--- config.mk ---
export PLATFORM = sky130hd
export DESIGN_NAME = serial_adder_param_flat
export DESIGN_NICKNAME = d
export VERILOG_FILES = /design/src/rtl/serial_adder_pkg.sv /design/src/rtl/serial_adder_param_if.sv /design/src/rtl/serial_adder_param_chunk.sv /design/src/rtl/serial_adder_param.sv /design/src/flat_wrapper.sv
export SDC_FILE = /design/constraint.sdc
export NUM_CORES = 1
export LEC_CHECK = 0
export ABC_AREA = 1
export ABC_CLOCK_PERIOD_IN_PS = 3500
export BUFFER_PORTS_ARGS = -buffer_cell sky130_fd_sc_hd__buf_4
export CORE_MARGIN = 2
export CORE_UTILIZATION = 60
export CTS_BUF_LIST = sky130_fd_sc_hd__clkbuf_8
export DETAILED_ROUTE_END_ITERATION = 10
export PLACE_DENSITY = 0.91
export SYNTH_ARGS = -nofsm -noshare
export SYNTH_HDL_FRONTEND = slang
export SYNTH_SLANG_ARGS = --single-unit
--- constraint.sdc ---
create_clock -name clk -period 3.5 [get_ports clk]
set_input_delay 0.35 -clock clk [delete_from_list [all_inputs] [get_ports clk]]
set_output_delay 0.35 -clock clk [all_outputs]
set_load 0.005 [all_outputs]
--- src/rtl/serial_adder_pkg.sv ---
// serial_adder_pkg
//   Shared definitions for the serial adder/subtractor:
//   - state_t : FSM state encoding (IDLE, RUN, DONE)
//   - fa_bit  : single-bit full adder returning {carry, sum}
package serial_adder_pkg;

    typedef enum logic [1:0] {
        IDLE = 2'd0,
        RUN  = 2'd1,
        DONE = 2'd2
    } state_t;

    function automatic logic [1:0] fa_bit(input logic a, input logic b, input logic c);
        return {(a & b) | (a & c) | (b & c), a ^ b ^ c};
    endfunction

endpackage

--- src/rtl/serial_adder_param_if.sv ---
// serial_adder_param_if
//   Request/result bundle for serial_adder_param.
//   master : drives start, sub, a, b, cin; observes busy, done, sum, cout, ovf
//   slave  : the adder side of the same signals
interface serial_adder_param_if #(
    parameter int WIDTH = 8
);
    logic             start;
    logic             sub;
    logic [WIDTH-1:0] a;
    logic [WIDTH-1:0] b;
    logic             cin;
    logic             busy;
    logic             done;
    logic [WIDTH-1:0] sum;
    logic             cout;
    logic             ovf;

    modport master (output start, sub, a, b, cin,
                    input  busy, done, sum, cout, ovf);
    modport slave  (input  start, sub, a, b, cin,
                    output busy, done, sum, cout, ovf);
endinterface

--- src/rtl/serial_adder_param_chunk.sv ---
// adder_chunk
//   Combinational DIGIT-bit ripple adder built from fa_bit.
//   x, y   : operand chunks
//   ci     : carry into bit 0
//   s      : chunk sum
//   co     : carry out of the top bit
//   c_msb  : carry into the top bit (feeds signed overflow on the last chunk)
module adder_chunk
    import serial_adder_pkg::*;
#(
    parameter int DIGIT = 1
) (
    input  logic [DIGIT-1:0] x,
    input  logic [DIGIT-1:0] y,
    input  logic             ci,
    output logic [DIGIT-1:0] s,
    output logic             co,
    output logic             c_msb
);
    logic c;

    always_comb begin
        s     = '0;
        c     = ci;
        c_msb = ci;
        for (int i = 0; i < DIGIT; i++) begin
            c_msb     = c;  // last iteration leaves carry into bit DIGIT-1
            {c, s[i]} = fa_bit(x[i], y[i], c);
        end
        co = c;
    end
endmodule

--- src/rtl/serial_adder_param.sv ---
// serial_adder_param
//   Multi-cycle adder/subtractor: WIDTH-bit operands processed DIGIT bits
//   per clock, NCHUNK = WIDTH/DIGIT cycles per operation.
//   clk  : rising-edge clock
//   rst  : synchronous active-high reset
//   bus  : slave side of serial_adder_param_if
//          start/sub/a/b/cin in, busy/done/sum/cout/ovf out
module serial_adder_param
    import serial_adder_pkg::*;
#(
    parameter int WIDTH = 8,
    parameter int DIGIT = 1
) (
    input  logic                 clk,
    input  logic                 rst,
    serial_adder_param_if.slave  bus
);
    localparam int NCHUNK = WIDTH / DIGIT;
    localparam int CW     = (NCHUNK > 1) ? $clog2(NCHUNK) : 1;
    localparam logic [CW-1:0] LAST = CW'(NCHUNK - 1);

    if (WIDTH < 2 || DIGIT < 1 || (WIDTH % DIGIT) != 0) begin : g_bad_params
        $error("serial_adder_param: WIDTH must be >= 2 and a multiple of DIGIT");
    end

    state_t           state_q, state_d;
    logic [CW-1:0]    cnt_q, cnt_d;
    logic [WIDTH-1:0] op_a_q, op_a_d;
    logic [WIDTH-1:0] op_b_q, op_b_d;
    logic             carry_q, carry_d;
    logic [WIDTH-1:0] sum_q, sum_d;
    logic             busy_q, busy_d;
    logic             done_q, done_d;
    logic             cout_q, cout_d;
    logic             ovf_q, ovf_d;

    logic [DIGIT-1:0] x_chunk, y_chunk, s_chunk;
    logic             co_chunk, cmsb_chunk;

    // Pick the operand chunk addressed by the counter.
    always_comb begin
        x_chunk = '0;
        y_chunk = '0;
        for (int k = 0; k < NCHUNK; k++) begin
            if (cnt_q == CW'(k)) begin
                x_chunk = op_a_q[k*DIGIT +: DIGIT];
                y_chunk = op_b_q[k*DIGIT +: DIGIT];
            end
        end
    end

    adder_chunk #(.DIGIT(DIGIT)) u_chunk (
        .x     (x_chunk),
        .y     (y_chunk),
        .ci    (carry_q),
        .s     (s_chunk),
        .co    (co_chunk),
        .c_msb (cmsb_chunk)
    );

    always_comb begin
        state_d = state_q;
        cnt_d   = cnt_q;
        op_a_d  = op_a_q;
        op_b_d  = op_b_q;
        carry_d = carry_q;
        sum_d   = sum_q;
        busy_d  = busy_q;
        done_d  = 1'b0;
        cout_d  = cout_q;
        ovf_d   = ovf_q;

        case (state_q)
            IDLE, DONE: begin
                state_d = IDLE;
                if (bus.start) begin
                    // Subtraction becomes a + ~b + 1, so mode needs no storage.
                    op_a_d  = bus.a;
                    op_b_d  = bus.sub ? ~bus.b : bus.b;
                    carry_d = bus.sub ? 1'b1 : bus.cin;
                    cnt_d   = '0;
                    busy_d  = 1'b1;
                    state_d = RUN;
                end
            end
            RUN: begin
                for (int k = 0; k < NCHUNK; k++) begin
                    if (cnt_q == CW'(k)) sum_d[k*DIGIT +: DIGIT] = s_chunk;
                end
                carry_d = co_chunk;
                cnt_d   = cnt_q + 1'b1;
                if (cnt_q == LAST) begin
                    cout_d  = co_chunk;
                    ovf_d   = cmsb_chunk ^ co_chunk;
                    busy_d  = 1'b0;
                    done_d  = 1'b1;
                    state_d = DONE;
                end
            end
            default: state_d = IDLE;
        endcase
    end

    always_ff @(posedge clk) begin
        if (rst) begin
            state_q <= IDLE;
            cnt_q   <= '0;
            op_a_q  <= '0;
            op_b_q  <= '0;
            carry_q <= 1'b0;
            sum_q   <= '0;
            busy_q  <= 1'b0;
            done_q  <= 1'b0;
            cout_q  <= 1'b0;
            ovf_q   <= 1'b0;
        end else begin
            state_q <= state_d;
            cnt_q   <= cnt_d;
            op_a_q  <= op_a_d;
            op_b_q  <= op_b_d;
            carry_q <= carry_d;
            sum_q   <= sum_d;
            busy_q  <= busy_d;
            done_q  <= done_d;
            cout_q  <= cout_d;
            ovf_q   <= ovf_d;
        end
    end

    assign bus.busy = busy_q;
    assign bus.done = done_q;
    assign bus.sum  = sum_q;
    assign bus.cout = cout_q;
    assign bus.ovf  = ovf_q;
endmodule

--- src/flat_wrapper.sv ---
// flat-port wrapper written by rule: the top's interface ports become plain ports
module serial_adder_param_flat import serial_adder_pkg::*;
#(
    parameter int WIDTH = 8,
    parameter int DIGIT = 1
)
  (clk, rst, bus_start, bus_sub, bus_a, bus_b, bus_cin, bus_busy, bus_done, bus_sum, bus_cout, bus_ovf);
  serial_adder_param_if #(.WIDTH(WIDTH)) bus_i ();
  input  logic clk;
  input  logic rst;
  input wire logic [$bits(bus_i.start)-1:0] bus_start;
  input wire logic [$bits(bus_i.sub)-1:0] bus_sub;
  input wire logic [$bits(bus_i.a)-1:0] bus_a;
  input wire logic [$bits(bus_i.b)-1:0] bus_b;
  input wire logic [$bits(bus_i.cin)-1:0] bus_cin;
  output wire logic [$bits(bus_i.busy)-1:0] bus_busy;
  output wire logic [$bits(bus_i.done)-1:0] bus_done;
  output wire logic [$bits(bus_i.sum)-1:0] bus_sum;
  output wire logic [$bits(bus_i.cout)-1:0] bus_cout;
  output wire logic [$bits(bus_i.ovf)-1:0] bus_ovf;
  assign bus_i.start = bus_start;
  assign bus_i.sub = bus_sub;
  assign bus_i.a = bus_a;
  assign bus_i.b = bus_b;
  assign bus_i.cin = bus_cin;
  assign bus_busy = bus_i.busy;
  assign bus_done = bus_i.done;
  assign bus_sum = bus_i.sum;
  assign bus_cout = bus_i.cout;
  assign bus_ovf = bus_i.ovf;
  serial_adder_param #(.WIDTH(WIDTH), .DIGIT(DIGIT)) u_core (.clk(clk), .rst(rst), .bus(bus_i));
endmodule
Word-level counts from Yosys, hierarchy flattened
Cells that the tools add are included.

Logic and storage cells: 84. Register bits: 34.

Bitwise operators: 10. Mux-type cells: 29. Reduce and logical (&&, ||, !) cells: 16. Eq/ne operators: 11. Add/subtract/negate cells: 1.

Operator list (number): $mux W1 (22); $reduce_and A2 Y1 (10); $eq A3 B3 Y1 const B (4); $mux W8 (1); $not A8 Y8 (1); $eq A3 B2 Y1 const B (2); $pmux W3 S2 (1); $pmux W1 S2 (2); $pmux W2 S2 (1); $reduce_or A2 Y1 (2); $add A3 B1 Y3 const B (1); $and A1 B1 Y1 (3); $eq A3 B1 Y1 const B (1); $logic_not A3 Y1 (1); $mux W3 (1); $reduce_and A3 Y1 (1); $xor A1 B1 Y1 (3); $eq A2 B1 Y1 const B (1); $eq A2 B2 Y1 const B (1); $logic_not A2 Y1 (1); $mux W2 (1); $ne A2 B1 Y1 const B (1); $ne A2 B2 Y1 const B (1); $or A1 B1 Y1 (2); other kinds (2) (2).

Depth between registers and ports, before layout
Depth in word-level cells: 13. Depth in mapped cells: 17. Depth with buffers taken out: 17.

Cells and area by module
Synthesis repeated with hierarchy kept, for this count alone.

Cells, all modules: 215. Area total of the unflattened synthesis: 1609.0 sq um.

Modules (own cells, without submodules): serial_adder_param (times used 1, area each 1581.5 sq um, cells an instance 213, seq. area each 680.7 sq um); adder_chunk (times used 1, area each 27.5 sq um, cells an instance 2, seq. area each 0.0 sq um).

Worst setup path before layout
OpenSTA, ideal clock, no wires.

Kind: flip-flop to flip-flop. From: register u_core.cnt_q[0]. To: register u_core.sum_q[0] (netlist: u_core.bus.sum[0]). Required time: 3.362 ns. Path buffers: 1. Cell stages (with the launch flop): 14. Data arrival time: 1.959 ns. Period minus slack after synthesis: 2.097 ns. Slack: 1.403 ns. Cells stage by stage: dfxtp_1 -> ha_1 -> ha_1 -> inv_1 -> nand2_1 -> inv_1 -> nand2_1 -> nand2_1 -> nand2_1 -> nand2_1 -> a21oi_2 -> fa_1 -> buf_1 -> a311oi_1.

Longest elaborated chain between the ends: 11.

Ends and longest elaborated chain: start, declared (line serial_adder_param.sv:27) `logic [CW-1:0] cnt_q, cnt_d;`; start signal, assigned (line serial_adder_param.sv:118) `cnt_q <= cnt_d;`; $logic_not A3 Y1 (line serial_adder_param.sv:45, serial_adder_param.sv:88); $mux W1 (8 in series) (line serial_adder_param.sv:45) `if (cnt_q == CW'(k)) begin`; $xor A1 B1 Y1 (2 in series) (line serial_adder_pkg.sv:14) `return {(a & b) | (a & c) | (b & c), a ^ b ^ c};`; end signal, assigned (line serial_adder_param.sv:122) `sum_q <= sum_d;`; end, declared (line serial_adder_param.sv:31) `logic [WIDTH-1:0] sum_q, sum_d;`.

Parallel ways exist; a longest one is shown, timed or not. A chain may end at the register's enable or synchronous reset.

Worst setup path after layout
From: register u_core.cnt_q[2]. To: register u_core.sum_q[0] (netlist: u_core.bus.sum[0]).

The elaborated chain is that of the path after synthesis.

==> summary.md <==
| Metric | Value |
|---|---|
| EDFF count, synth | 0 |
| Setup tns final | 0 ns |
| Seq pwr share | between 40% and 50% |
| Setup repair bufs after CTS | 0 |
| Largest family of logic cells by synthesized area | compound AO/OA/AOI/OAI gates |
| Global Route met1 Usage | 30.3% |
| Critical-path top delay cell | fa_1 |
| Routed wire length | about 3.6 mm |
| Fin. max-slew vios | 0 |
| GPL Wtd Cong | 0.881 |
| Ranking of synthesized cells by area | dfxtp_1 42%, o21ai_0 8.0%, nand2_1 7.2% |
| Worst skew pair latency | between 0.2 and 0.3 ns |
| Unrepaired setup endpoints after global routing | false |
| Most frequent cells after synthesis | 34 x dfxtp_1, 31 x nand2_1, 31 x nor2_1 |
| Initial Util | approximately 64% |
| Non-filler cells, final | 279 |
| Post-CTS Resized | 0 |
| Combinational power share | ~15% |
| First-pass GRT wire length | 6.07 mm |
| Cts bufs inserted | 5 |
| DR DRC count | 0 |
| Compound-Gate Fraction of Synth Area | 18.7% |
| Via count | about 1500 |
| Register area share after synthesis | a little over two fifths |
| Ant. Diodes | 0 |
| Worst setup margin | 1.19 ns |
| I/O Buffers | 32 |
| Count leader, synth | dfxtp_1 |
| Met3 GRT Util | a little under a tenth |
| Final HPWL DP | roughly 2.5 mm |
| Hold_buf cts | 0 |
| Adder-cell area share of the yosys netlist | 5.88% |
| Max cap viols | 0 |
| Top-area cell type share of the netlist area | 42.1% |
| Synth cell types | 26 |
| Drt pass-1 iters | 4 |
| Synth Warn # | 0 |
| Post-synthesis cell area | 1620 um2 |
| Grt met2 use | roughly two fifths |
| Worst-margin pin slew | slightly below 0.8 ns |
| Final Hold Viols | 0 |
| GRT Overall Usage | roughly a quarter |
| Hold_sp | bus_a[6] |
| Syn_area_per_cell | 7.42 um2 |
| XOR/XNOR share of the synthesized area | 4.88% |
| WP buf/inv | 3 |
| Cell Rows | 18 |
| Clk network pwr share | a little under two fifths |
| CP Class | reg -> reg |
| Post-Place Setup Slack | between 1 and 1.5 ns |
| Post-Place Cells | approximately 270 |
| Critical path cell sequence | inv_2 -> ha_1 -> inv_1 -> nand2_1 -> inv_1 -> nand2_1 -> nand2_1 -> nand2_1 -> nand2_1 -> a21oi_2 -> fa_1 -> a311oi_1 |
| Mapped Cells | 218 |
| Net switching power | 0.235 mW |
| Worst Hold Class | in -> reg |
| Final Setup Violations | 0 |
| Most used cell, CP | nand2_1 |
| Largest area contributor in the netlist | dfxtp_1 |
| Max Fclk | roughly 0.43 GHz |
| Full die area | about 3100 um2 |
| Clk slew on worst S/H paths | around 0.07 ns |
| Yosys reg bits | 34 |
| Area growth syn-to-layout | 21.0% |
| Fraction of layout cells with a size suffix above 1 | between 15 and 20% |
| CTS tree | built |
| Most Crowded Layer GR | met2 |
| Die height | ~56 um |
| Hold EP | u_core.op_a_q[6]$_SDFFE_PP0P_ |
| Post-synthesis mux area share | 0% |
| DR vias/cell | 5.25 |
| Clock Path Buffers | 2 |
| Worst Setup End Kind | flip-flop |
| Async SR Flop Fraction | 0% |
| Leakage power | about 0.92 nW |
| Initial antenna violation count | 0 |
| Maximum VDD drop | approximately 0.00047 V |
| Most used flip-flop cell after synthesis | dfxtp_1 |
| Hold slack | roughly 0.28 ns |
| Largest net degree at the start of global routing | 27 |
| Global route total overflow | 0 |
| P_int | slightly below 0.7 mW |
| # IOs | 33 |
| Worst hold stages | 3 |
| Sw Share | between 20% and 30% |
| Worst-path fanout max | 8 |
| # clock sinks | 34 |
| Setup crit start | u_core.cnt_q[2]$_SDFFE_PP0P_ |
| DIE WIDTH | 55.9 um |
| Synth Net Count | 246 |
| Reg-to-reg endpoint | u_core.bus.sum[0]$_SDFFE_PP0P_ |
| Final nets | between 200 and 300 |
| Worst setup SP type | flip-flop |
| Reg2reg setup slack | approximately 1.2 ns |
| ANT nets after route | 0 |
| CP Data Required Time | between 3 and 4 ns |
| Top cell family by delay on the critical path | adder cells |
| Status | finished, final reports clean |
| Core Box Area | 2520 um2 |
| Drt first-iter violations | 54 |
| Worst r2r src | u_core.cnt_q[2]$_SDFFE_PP0P_ |
| Clk root buf | clkbuf_8 |
| H-tree depth | 2 |
| Clk_skew | between 0.004 and 0.005 ns |
| Vias in the first global route | approximately 1400 |
| Worst Reg2Reg Path Length in Cells | 12 |
| Power density over the cells | about 460 nW/um2 |
| Slew margin rel. | between 40% and 50% |
| Worst EP arrival | roughly 2.5 ns |
| Period utilization | approximately 66% |
| Minimum clock period | about 2.3 ns |
| WL/cell | roughly 13 um |
| Post-Synth Simple-Gate Area | a little under a fifth |
| Crit-path max cell delay | between 0.6 and 0.7 ns |
registers in the layout (all words and copies together) (netlist names):
| signal | cells |
|---|---|
| u_core.bus.cout | 1 |
| u_core.bus.busy | 1 |
| u_core.bus.ovf | 1 |
| u_core.bus.done | 1 |
| u_core.op_a_q | 8 |
| u_core.op_b_q | 8 |
| u_core.carry_q | 1 |
| u_core.cnt_q | 3 |
| u_core.state_q | 2 |
| u_core.bus.sum | 8 |
layout by cell type, fill, tap and decap left out, drive strengths merged:
master / synthesis / final
o21ai: 26 / 26
dfxtp: 34 / 34
a21oi: 24 / 24
a211oi: 1 / 1
clkbuf: 1 / 5
nand3: 5 / 5
buf: 8 / 32
a311oi: 1 / 1
nand2: 33 / 33
o22ai: 2 / 2
o31ai: 1 / 1
bufinv: 0 / 1
o21a: 1 / 1
nand3b: 1 / 1
nor2: 34 / 34
ha: 6 / 6
xor2: 1 / 1
xnor2: 8 / 8
inv: 30 / 32
fa: 1 / 1
power by group through the flow:
| stage | Clock (mW) | Sequential (mW) | Combinational [mW] |
|---|---|---|---|
| floorplan | 0 | 0.428 | 0.0943 |
| global placement | 0 | 0.431 | 0.130 |
| detailed placement | 0 | 0.431 | 0.135 |
| CTS | 0.352 | 0.424 | 0.137 |
| global route | 0.370 | 0.427 | 0.153 |
| finish | 0.348 | 0.424 | 0.137 |
how the worst max path moves through the flow:
stage	depth (start not counted)	slack [ns]	end
after floorplan	13	1.40	u_core.bus.sum[0]$_SDFFE_PP0P_
after CTS	12	1.19	u_core.bus.sum[0]$_SDFFE_PP0P_
final	12	1.19	u_core.bus.sum[0]$_SDFFE_PP0P_
after global placement	12	1.30	u_core.bus.sum[0]$_SDFFE_PP0P_
after global routing	12	0.99	u_core.bus.sum[0]$_SDFFE_PP0P_
after detailed placement	12	1.22	u_core.bus.sum[0]$_SDFFE_PP0P_
worst min-delay path, cell delays in order:
cell and delay [ns]:
buf_4 0.07, nor2_1 0.03, nor2_1 0.08
logic make-up after synthesis:
logic type | after synthesis
adders and majority gates | 7
xor gates and xnor gates | 9
and+or+nand+nor | 73
buffers and inverters | 39
DFF | 34
AOI/OAI and AO/OA | 56
routing by layer:
layer,routed length (um),up-vias,share of wire (%)
met4,100,0,2.8
met5,0,-,0
met2,1720,51,48
li1,-,754,-
met3,240,9,6.7
met1,1530,652,43
area by class of cell:
cell class / instances / area (um2)
multi-input combinational: 145 / 778
sequential: 34 / 681
clock inverter: 3 / 37.5
inverter: 30 / 113
tap: 30 / 37.5
fill: 215 / 567
timing repair buffer: 32 / 240
clock buffer: 5 / 68.8
per-stage QoR:
step                cell area [um2]  total power, mW  util, %
global placement               1850            0.561     73.3
CTS                            1960            0.913     77.5
finish                         1960            0.909     77.5
detailed placement             1850            0.567     73.3
global route                   1960            0.950     77.5
floorplan                      1620            0.522        -
(Power assumes the default switching activity.)
